**src/rtl/axi_burst_writer.sv**
```systemverilog
// AXI4 write master: splits a (base address, word count) command into INCR bursts of at most
// MAX_BURST_LEN beats that never cross a 4 KiB page. Data passes straight from the input stream
// to the W channel with no buffering. Only one burst is outstanding at a time.
module axi_burst_writer #(
  parameter int unsigned ADDR_WIDTH    = 32,
  parameter int unsigned DATA_WIDTH    = 256,
  parameter int unsigned STRB_WIDTH    = DATA_WIDTH / 8,
  parameter int unsigned MAX_BURST_LEN = 16,
  parameter int unsigned COUNT_WIDTH   = 24
) (
  input  logic                   clk,
  input  logic                   rstn,
  input  logic                   cmd_valid,
  output logic                   cmd_ready,
  input  logic [ADDR_WIDTH-1:0]  cmd_addr,
  input  logic [COUNT_WIDTH-1:0] cmd_words,
  input  logic [DATA_WIDTH-1:0]  s_data,
  input  logic                   s_valid,
  output logic                   s_ready,
  output logic [ADDR_WIDTH-1:0]  axi_awaddr,
  output logic [7:0]             axi_awlen,
  output logic [2:0]             axi_awsize,
  output logic [1:0]             axi_awburst,
  output logic                   axi_awvalid,
  input  logic                   axi_awready,
  output logic [DATA_WIDTH-1:0]  axi_wdata,
  output logic [STRB_WIDTH-1:0]  axi_wstrb,
  output logic                   axi_wlast,
  output logic                   axi_wvalid,
  input  logic                   axi_wready,
  input  logic                   axi_bvalid,
  output logic                   axi_bready,
  input  logic [1:0]             axi_bresp,
  output logic                   busy,
  output logic                   done,
  output logic                   err
);

  localparam int unsigned Offs = $clog2(STRB_WIDTH);

  typedef enum logic [1:0] {StIdle, StAddr, StData, StResp} state_e;

  state_e                 state_q, state_d;
  logic [ADDR_WIDTH-1:0]  addr_q, addr_d;
  logic [COUNT_WIDTH-1:0] remaining_q, remaining_d;
  logic [8:0]             beats_q, beats_d;
  logic [8:0]             beat_cnt_q, beat_cnt_d;
  logic                   done_q, done_d;
  logic                   err_q, err_d;

  logic [ADDR_WIDTH-1:0]  aligned_addr;
  logic [ADDR_WIDTH-1:0]  addr_next;
  logic [COUNT_WIDTH-1:0] remaining_next;
  logic                   last_beat;

  // Beats for the next burst: limited by words left, the burst cap and the page end.
  // 13-bit arithmetic keeps a full 4096-byte distance representable.
  function automatic logic [8:0] calc_beats(input logic [11:0]            addr_lo,
                                            input logic [COUNT_WIDTH-1:0] rem);
    logic [12:0] to_bnd;
    logic [12:0] n;
    to_bnd = (13'd4096 - {1'b0, addr_lo}) >> Offs;
    n = to_bnd;
    if (n > 13'(MAX_BURST_LEN)) n = 13'(MAX_BURST_LEN);
    if (32'(rem) < 32'(n)) n = 13'(rem);
    return 9'(n);
  endfunction

  assign aligned_addr   = cmd_addr & ~ADDR_WIDTH'(STRB_WIDTH - 1);
  assign addr_next      = addr_q + (ADDR_WIDTH'(beats_q) << Offs);
  assign remaining_next = remaining_q - COUNT_WIDTH'(beats_q);
  assign last_beat      = (beat_cnt_q == beats_q - 9'd1);

  // State and datapath registers; reset abandons any burst in flight.
  always_ff @(posedge clk or negedge rstn) begin
    if (!rstn) begin
      state_q     <= StIdle;
      addr_q      <= '0;
      remaining_q <= '0;
      beats_q     <= '0;
      beat_cnt_q  <= '0;
      done_q      <= 1'b0;
      err_q       <= 1'b0;
    end else begin
      state_q     <= state_d;
      addr_q      <= addr_d;
      remaining_q <= remaining_d;
      beats_q     <= beats_d;
      beat_cnt_q  <= beat_cnt_d;
      done_q      <= done_d;
      err_q       <= err_d;
    end
  end

  // Next-state logic and handshake outputs.
  always_comb begin
    state_d     = state_q;
    addr_d      = addr_q;
    remaining_d = remaining_q;
    beats_d     = beats_q;
    beat_cnt_d  = beat_cnt_q;
    done_d      = 1'b0;
    err_d       = err_q;
    cmd_ready   = 1'b0;
    s_ready     = 1'b0;
    axi_awvalid = 1'b0;
    axi_wvalid  = 1'b0;
    axi_wlast   = 1'b0;
    axi_bready  = 1'b0;
    case (state_q)
      StIdle: begin
        cmd_ready = 1'b1;
        if (cmd_valid) begin
          addr_d      = aligned_addr;
          remaining_d = cmd_words;
          err_d       = 1'b0;
          if (cmd_words == '0) begin
            done_d = 1'b1;
          end else begin
            beats_d = calc_beats(aligned_addr[11:0], cmd_words);
            state_d = StAddr;
          end
        end
      end
      StAddr: begin
        axi_awvalid = 1'b1;
        if (axi_awready) begin
          beat_cnt_d = '0;
          state_d    = StData;
        end
      end
      StData: begin
        axi_wvalid = s_valid;
        s_ready    = axi_wready;
        axi_wlast  = last_beat;
        if (s_valid && axi_wready) begin
          beat_cnt_d = beat_cnt_q + 9'd1;
          if (last_beat) state_d = StResp;
        end
      end
      StResp: begin
        axi_bready = 1'b1;
        if (axi_bvalid) begin
          err_d       = err_q | (axi_bresp != 2'b00);
          addr_d      = addr_next;
          remaining_d = remaining_next;
          if (remaining_next == '0) begin
            done_d  = 1'b1;
            state_d = StIdle;
          end else begin
            beats_d = calc_beats(addr_next[11:0], remaining_next);
            state_d = StAddr;
          end
        end
      end
      default: state_d = StIdle;
    endcase
  end

  assign axi_awaddr  = addr_q;
  assign axi_awlen   = 8'(beats_q - 9'd1);
  assign axi_awsize  = 3'(Offs);
  assign axi_awburst = 2'b01;
  assign axi_wdata   = s_data;
  assign axi_wstrb   = '1;
  assign busy        = (state_q != StIdle);
  assign done        = done_q;
  assign err         = err_q;

endmodule

```
**config.mk**
```make
export PLATFORM = sky130hd
export DESIGN_NAME = axi_burst_writer
export DESIGN_NICKNAME = d
export VERILOG_FILES = /design/src/rtl/axi_burst_writer.sv
export SDC_FILE = /design/constraint.sdc
export NUM_CORES = 1
export LEC_CHECK = 0
export CAP_MARGIN = 20
export CORE_AREA = 5 5 258 260
export CTS_BUF_LIST = sky130_fd_sc_hd__clkbuf_4 sky130_fd_sc_hd__clkbuf_8
export DETAILED_ROUTE_END_ITERATION = 8
export DIE_AREA = 0 0 263 265
export DONT_BUFFER_PORTS = 1
export PLACE_DENSITY = 0.3
export SYNTH_ARGS = -nofsm -noshare
export SYNTH_HDL_FRONTEND = slang
export SYNTH_SLANG_ARGS = --single-unit
```
**constraint.sdc**
```tcl
create_clock -name clk -period 10.35 [get_ports clk]
set_input_delay 2.5875 -clock clk [delete_from_list [all_inputs] [get_ports clk]]
set_output_delay 2.5875 -clock clk [all_outputs]
set_load 0.05 [all_outputs]
```
* Word-level counts from Yosys, hierarchy flattened *
Cells that the tools add are included.

word-level totals
  register bits after elaboration = 78
  output and inout port bits = 342
  logic and storage cells = 87

cells by class
  add/sub/neg operators = 6
  order comparisons = 4
  equal/unequal tests = 11
  mux-type cells = 46
  bitwise gates (word level) = 1
  reduce and logical (&&, ||, !) cells = 12

operator list
  operator                                                               number
  13-bit two-way mux                                                     6
  9-bit two-way mux                                                      8
  32-bit two-way mux                                                     2
  32-bit one-hot mux with 2 select lines                                 1
  24-bit zero test                                                       2
  24-bit by 13-bit < comparator with 1-bit output                        2
  24-bit two-way mux                                                     2
  24-bit one-hot mux with 2 select lines                                 1
  9-bit one-hot mux with 2 select lines                                  2
  32-bit by 14-bit adder with 32-bit output                              1
  13-bit by 12-bit subtractor with 13-bit output (first input constant)  2
  24-bit by 9-bit subtractor with 24-bit output                          1
  8-bit by 5-bit > comparator with 1-bit output (second input constant)  2
  8-bit two-way mux                                                      2
  2-bit != test (second input constant)                                  7
  1-bit two-way mux                                                      13
  2-bit two-way mux                                                      6
  9-bit by 1-bit adder with 9-bit output (second input constant)         1
  9-bit == test                                                          1
  9-bit by 1-bit subtractor with 9-bit output (second input constant)    1
  2-bit one-hot mux with 4 select lines                                  1
  2-bit nonzero test                                                     4
  3-bit AND reduction                                                    2
  6-bit AND reduction                                                    1
  other kinds (7)                                                        9

* Longest topological paths before layout *
  depth in word-level cells = 12
  gate-level depth with buffers = 18
  depth with buffers taken out = 18

* Worst setup path after synthesis *
Ideal clock, no wire load.

  path type = register to output
  start = reg beats_q[0]
  end = out axi_wlast
  data arrival time = 3,319 ps
  required time = 7,763 ps
  setup slack = 4,443 ps
  cell stages (with the launch flop) = 10
  path through = dfrtp_1 -> inv_1 -> ha_1 -> nor3b_1 -> xnor2_1 -> xnor2_1 -> nand4_1 -> nor4_1 -> nand3_1 -> nor2_1

on the way
  longest elaborated chain between the ends = 3

ends and longest elaborated chain
  item                                         RTL line  text
  start, declared                              46        logic [8:0] beats_q, beats_d;
  start signal, assigned                       88        beats_q <= beats_d;
  9-bit by 1-bit subtractor with 9-bit output  n/a
  via axi_awlen[0]                             21        output logic [7:0] axi_awlen,
  9-bit == test                                72        assign last_beat = (beat_cnt_q == beats_q - 9'd1);
  1-bit two-way mux                            110       case (state_q)
  end, declared                                28        output logic axi_wlast,

The timed path passes the listed nets, and every way through them passes these cells.

* Worst setup path after layout *
Same ends and word-level chain as after synthesis.

==> results by group <==
Run status
  • Status: finished clean

Floorplanning
  • Die ar.: around 70000 um2
  • Core area: approximately 64000 um2
  • Starting Density: approximately an eighth
  • FP Rows: 93
  • Total I/O pin count: between 600 and 700
  • Die Width: roughly 260 um
  • Die Y: 265 um

STA
  • Max Slew Vio Count: 0
  • Final hold violations: 0
  • Slew HR: a little over a third
  • Final setup viols: 0
  • RSZ-0062 raised after global routing: false
  • Fin crit share: 63.42%
  • FMAX: 152.3 MHz
  • Clk_skew: between 0.015 and 0.02 ns
  • Slew @ Worst Pin: about 0.97 ns
  • Tmin final: ~6.6 ns
  • Sum Neg Setup Slack: 0 ns
  • Setup ws final: between 3 and 4 ns

Drt
  • Routed Antenna Nets: 0
  • 1st-iter DRT viols: roughly 300
  • DRT Pass-1 Iters: 4
  • Number of remaining DRC errors: 0
  • WL final: just under 30 mm
  • Via Count: around 6000
  • Wire per inst: 18.09 um
  • DR vias/cell: 3.677

Pwr
  • Internal power: approximately 0.0012 W
  • Switch Pwr: between 0.0015 and 0.002 W
  • Clock Power Share: under 10%
  • IR Drop Worst-Case VDD: between 0.1 and 0.15 mV
  • Share of total power in sequential cells: between 20% and 30%
  • Switch share: about three fifths
  • Power Dens Cells: 395.0 nW/um2
  • Comb power frac: between 60% and 70%
  • Leak Pwr: between 2 and 3 nW

Critical path
  • Critical path, cell by cell: inv_1, ha_1, nor3b_1, xnor2_2, xnor2_1, nand4_1, nor4_1, nand3_1, nor2_1
  • Critical Path Fanout Max: 7
  • R2R setup slack: 4.97 ns
  • CP Buf/Inv Count: 1
  • CP max stage delay: roughly 0.78 ns
  • RR Endpoint: beats_q[2]
  • Worst R2R Path Depth: 15
  • Startpoint types: register
  • CP Data Arrival Time: roughly 4 ns
  • Worst path slowest cell: nor2_1
  • Crit path launch: beats_q[0]
  • Critical Path RT: 7.76 ns
  • Crit Path Category: reg -> out
  • Critical path capture point type: primary output
  • Worst r2r src: axi_awaddr[5]
  • Worst path top cell family by delay: simple AND/OR/NAND/NOR gates

Synthesis
  • Yosys Warn Count: 0
  • Count leader, synth: buf_4
  • Top cells by area, synth: buf_4 (27%), dfrtp_1 (22%), ha_1 (6.2%), a21oi_1 (3.8%), nand2_1 (3.7%)
  • Unique masters post-synth: 72
  • Yosys reg bits: 73
  • Post-synth top cells: buf_4 (298), nand2_1 (81), dfrtp_1 (73), a21oi_1 (63), o21ai_0 (58)
  • Mapped cell area: roughly 8300 um2
  • Avg Synthesized Cell Area: ~7.9 um2
  • Seq/Total Area, Yosys: approximately 22%
  • Most used DFF post-synth: dfrtp_1
  • Post-synth EDFFs: 0
  • Ys async rst share: 100.0%
  • Post-synth top area cell: buf_4
  • Mapped Cells: around 1000
  • Synth top area share: between 20% and 30%

Job
  • MaxCap Viol Count: 0

Final layout
  • Share of layout cells above drive strength 1: roughly 6.4%
  • Final #Nets: around 1100
  • Post-Layout Cell Count: between 1500 and 2000
  • Area grow syn2layout: -9.982%
  • N_diodes: 0
  • Fill count: around 7400
  • Finished Cell Area: roughly 7500 um2

Clocking
  • Longest Clk Path Bufs: 2
  • CTS buffer count: 9
  • Post_cts resized: 0
  • H-Tree Depth: 3
  • Post-CTS setup buffer count: 0
  • Clock slew at reported path FFs: 0.09 ns
  • # hold bufs at CTS: 0
  • CTS tree: built
  • Worst-Skew Late Latency: 0.41 ns
  • CTS Sinks: 73
  • Clock root buffer: clkbuf_8

Placement
  • Cell count after placement: 1625
  • Routability cong.: ~0.73
  • Buffers added on ports: 0
  • Dpl ws: roughly 4.0 ns
  • Dpl hpwl: roughly 23 mm
  • DP Area: roughly 7300 um2

Global route
  • Number of global-route vias before repair: 5978
  • Initial antenna violation count: 2
  • Global Route Usage Sum: under 10%
  • Largest net degree at the start of global routing: 74
  • First-pass GRT wire length: about 42 mm
  • GRT overflow: 0

Min path
  • Hold Path Class: reg -> reg
  • Hold_sp: remaining_q[8]
  • Min-Delay Endpoint: remaining_q[8]
  • Hold depth: 2
[how the worst max path moves through the flow]
stage                endpoint  slack [ns]  depth (start not counted)
floorplan           axi_wlast        4.44                          9
CTS                 axi_wlast        3.56                          9
global placement    axi_wlast        4.07                          9
detailed placement  axi_wlast        4.04                          9
global route        axi_wlast        3.53                          9
finish              axi_wlast        3.79                          9
[power by group through the flow]
stage                     combinational (W)  sequential (W)  clock, W
after floorplan                     0.00174        0.000715         0
after global placement              0.00192        0.000819         0
after detailed placement            0.00193        0.000821         0
after CTS                           0.00194        0.000814  0.000266
after global routing                0.00211        0.000835  0.000271
final                               0.00190        0.000805  0.000249
[final cells by class]
type / instances / area, um2 / area share [%]
clock buffer: 10 / 131.4 / 1.759
clock inverter: 5 / 56.30 / 0.7538
inverter: 37 / 138.9 / 1.859
multi-input combinational: 654 / 4202 / 56.25
sequential: 73 / 1827 / 24.46
tap: 855 / 1070 / 14.32
timing repair buffer: 6 / 45.04 / 0.6030
[state kept, by name (all words and copies together), names as in the netlist]
| register | flops |
|---|---|
| axi_awaddr | 27 |
| remaining_q | 24 |
| done | 1 |
| beat_cnt_q | 9 |
| beats_q | 9 |
| state_q | 2 |
| err | 1 |
[tightest hold or removal path, delay by kind of cell (launching register included)]
family          cells  cell delay, ns
simple gates        1            0.06
flops               1            0.36
compound gates      1            0.06
[metrics by stage]
step / hold WS (ns) / power (W) / utilization, %
after floorplan: 0.4498 / 0.002458 / -
after global routing: 0.5427 / 0.003217 / 11.69
after CTS: 0.5033 / 0.003017 / 11.69
final: 0.5028 / 0.002951 / 11.69
after detailed placement: 0.4755 / 0.002748 / 11.40
after global placement: 0.4722 / 0.002738 / 11.40
[logic make-up after synthesis]
| family | Yosys count | share of synthesized area [%] |
|---|---|---|
| compound gates | 229 | 17.75 |
| xor+xnor | 36 | 3.800 |
| fa+ha+maj | 43 | 6.665 |
| buf+inv | 366 | 30.17 |
| flops | 73 | 22.01 |
| mux | 26 | 3.182 |
| other cells | 2 | 0.09050 |
| simple gates | 272 | 16.33 |
[placed cells by master, fill, tap and decap left out, types with 4 or more instances in the layout]
cell type  Yosys  routed
a211oi_1       6       6
a21o_1         6       6
a21oi_1       63      62
a31oi_1        4       4
and2_1         5       5
and3_1         9       9
and4_1         5       5
buf_4        298       6
clkbuf_8       0       9
conb_1         2      48
dfrtp_1       73      73
ha_1          41      40
inv_1         36      36
mux2i_1       23      23
nand2_1       81      81
nand2b_1      11      11
nand3_1       29      29
nand4_1       10      10
nor2_1        56      56
nor2b_1        9       9
nor3_1        17      17
nor4_1        11      11
o211ai_1      12      12
o21a_1         7       7
o21ai_0       58      58
o21bai_1       4       4
o22ai_1       28      28
or2_2          4       4
or3_1          8       8
or4_1          4       4
xnor2_1       18      13
xnor2_2        0       5
xor2_1        18      18
[routing by layer]
| metal | global-route usage [%] | routed length, um | share of wire, % |
|---|---|---|---|
| met1 | 9.950 | 12510 | 42 |
| met2 | 12.48 | 13300 | 45 |
| met3 | 3.731 | 3000 | 10 |
| met4 | 3.304 | 744 | 2.5 |
| met5 | 0.9459 | 107 | 0.36 |
Power figures use the tool's default switching activity.
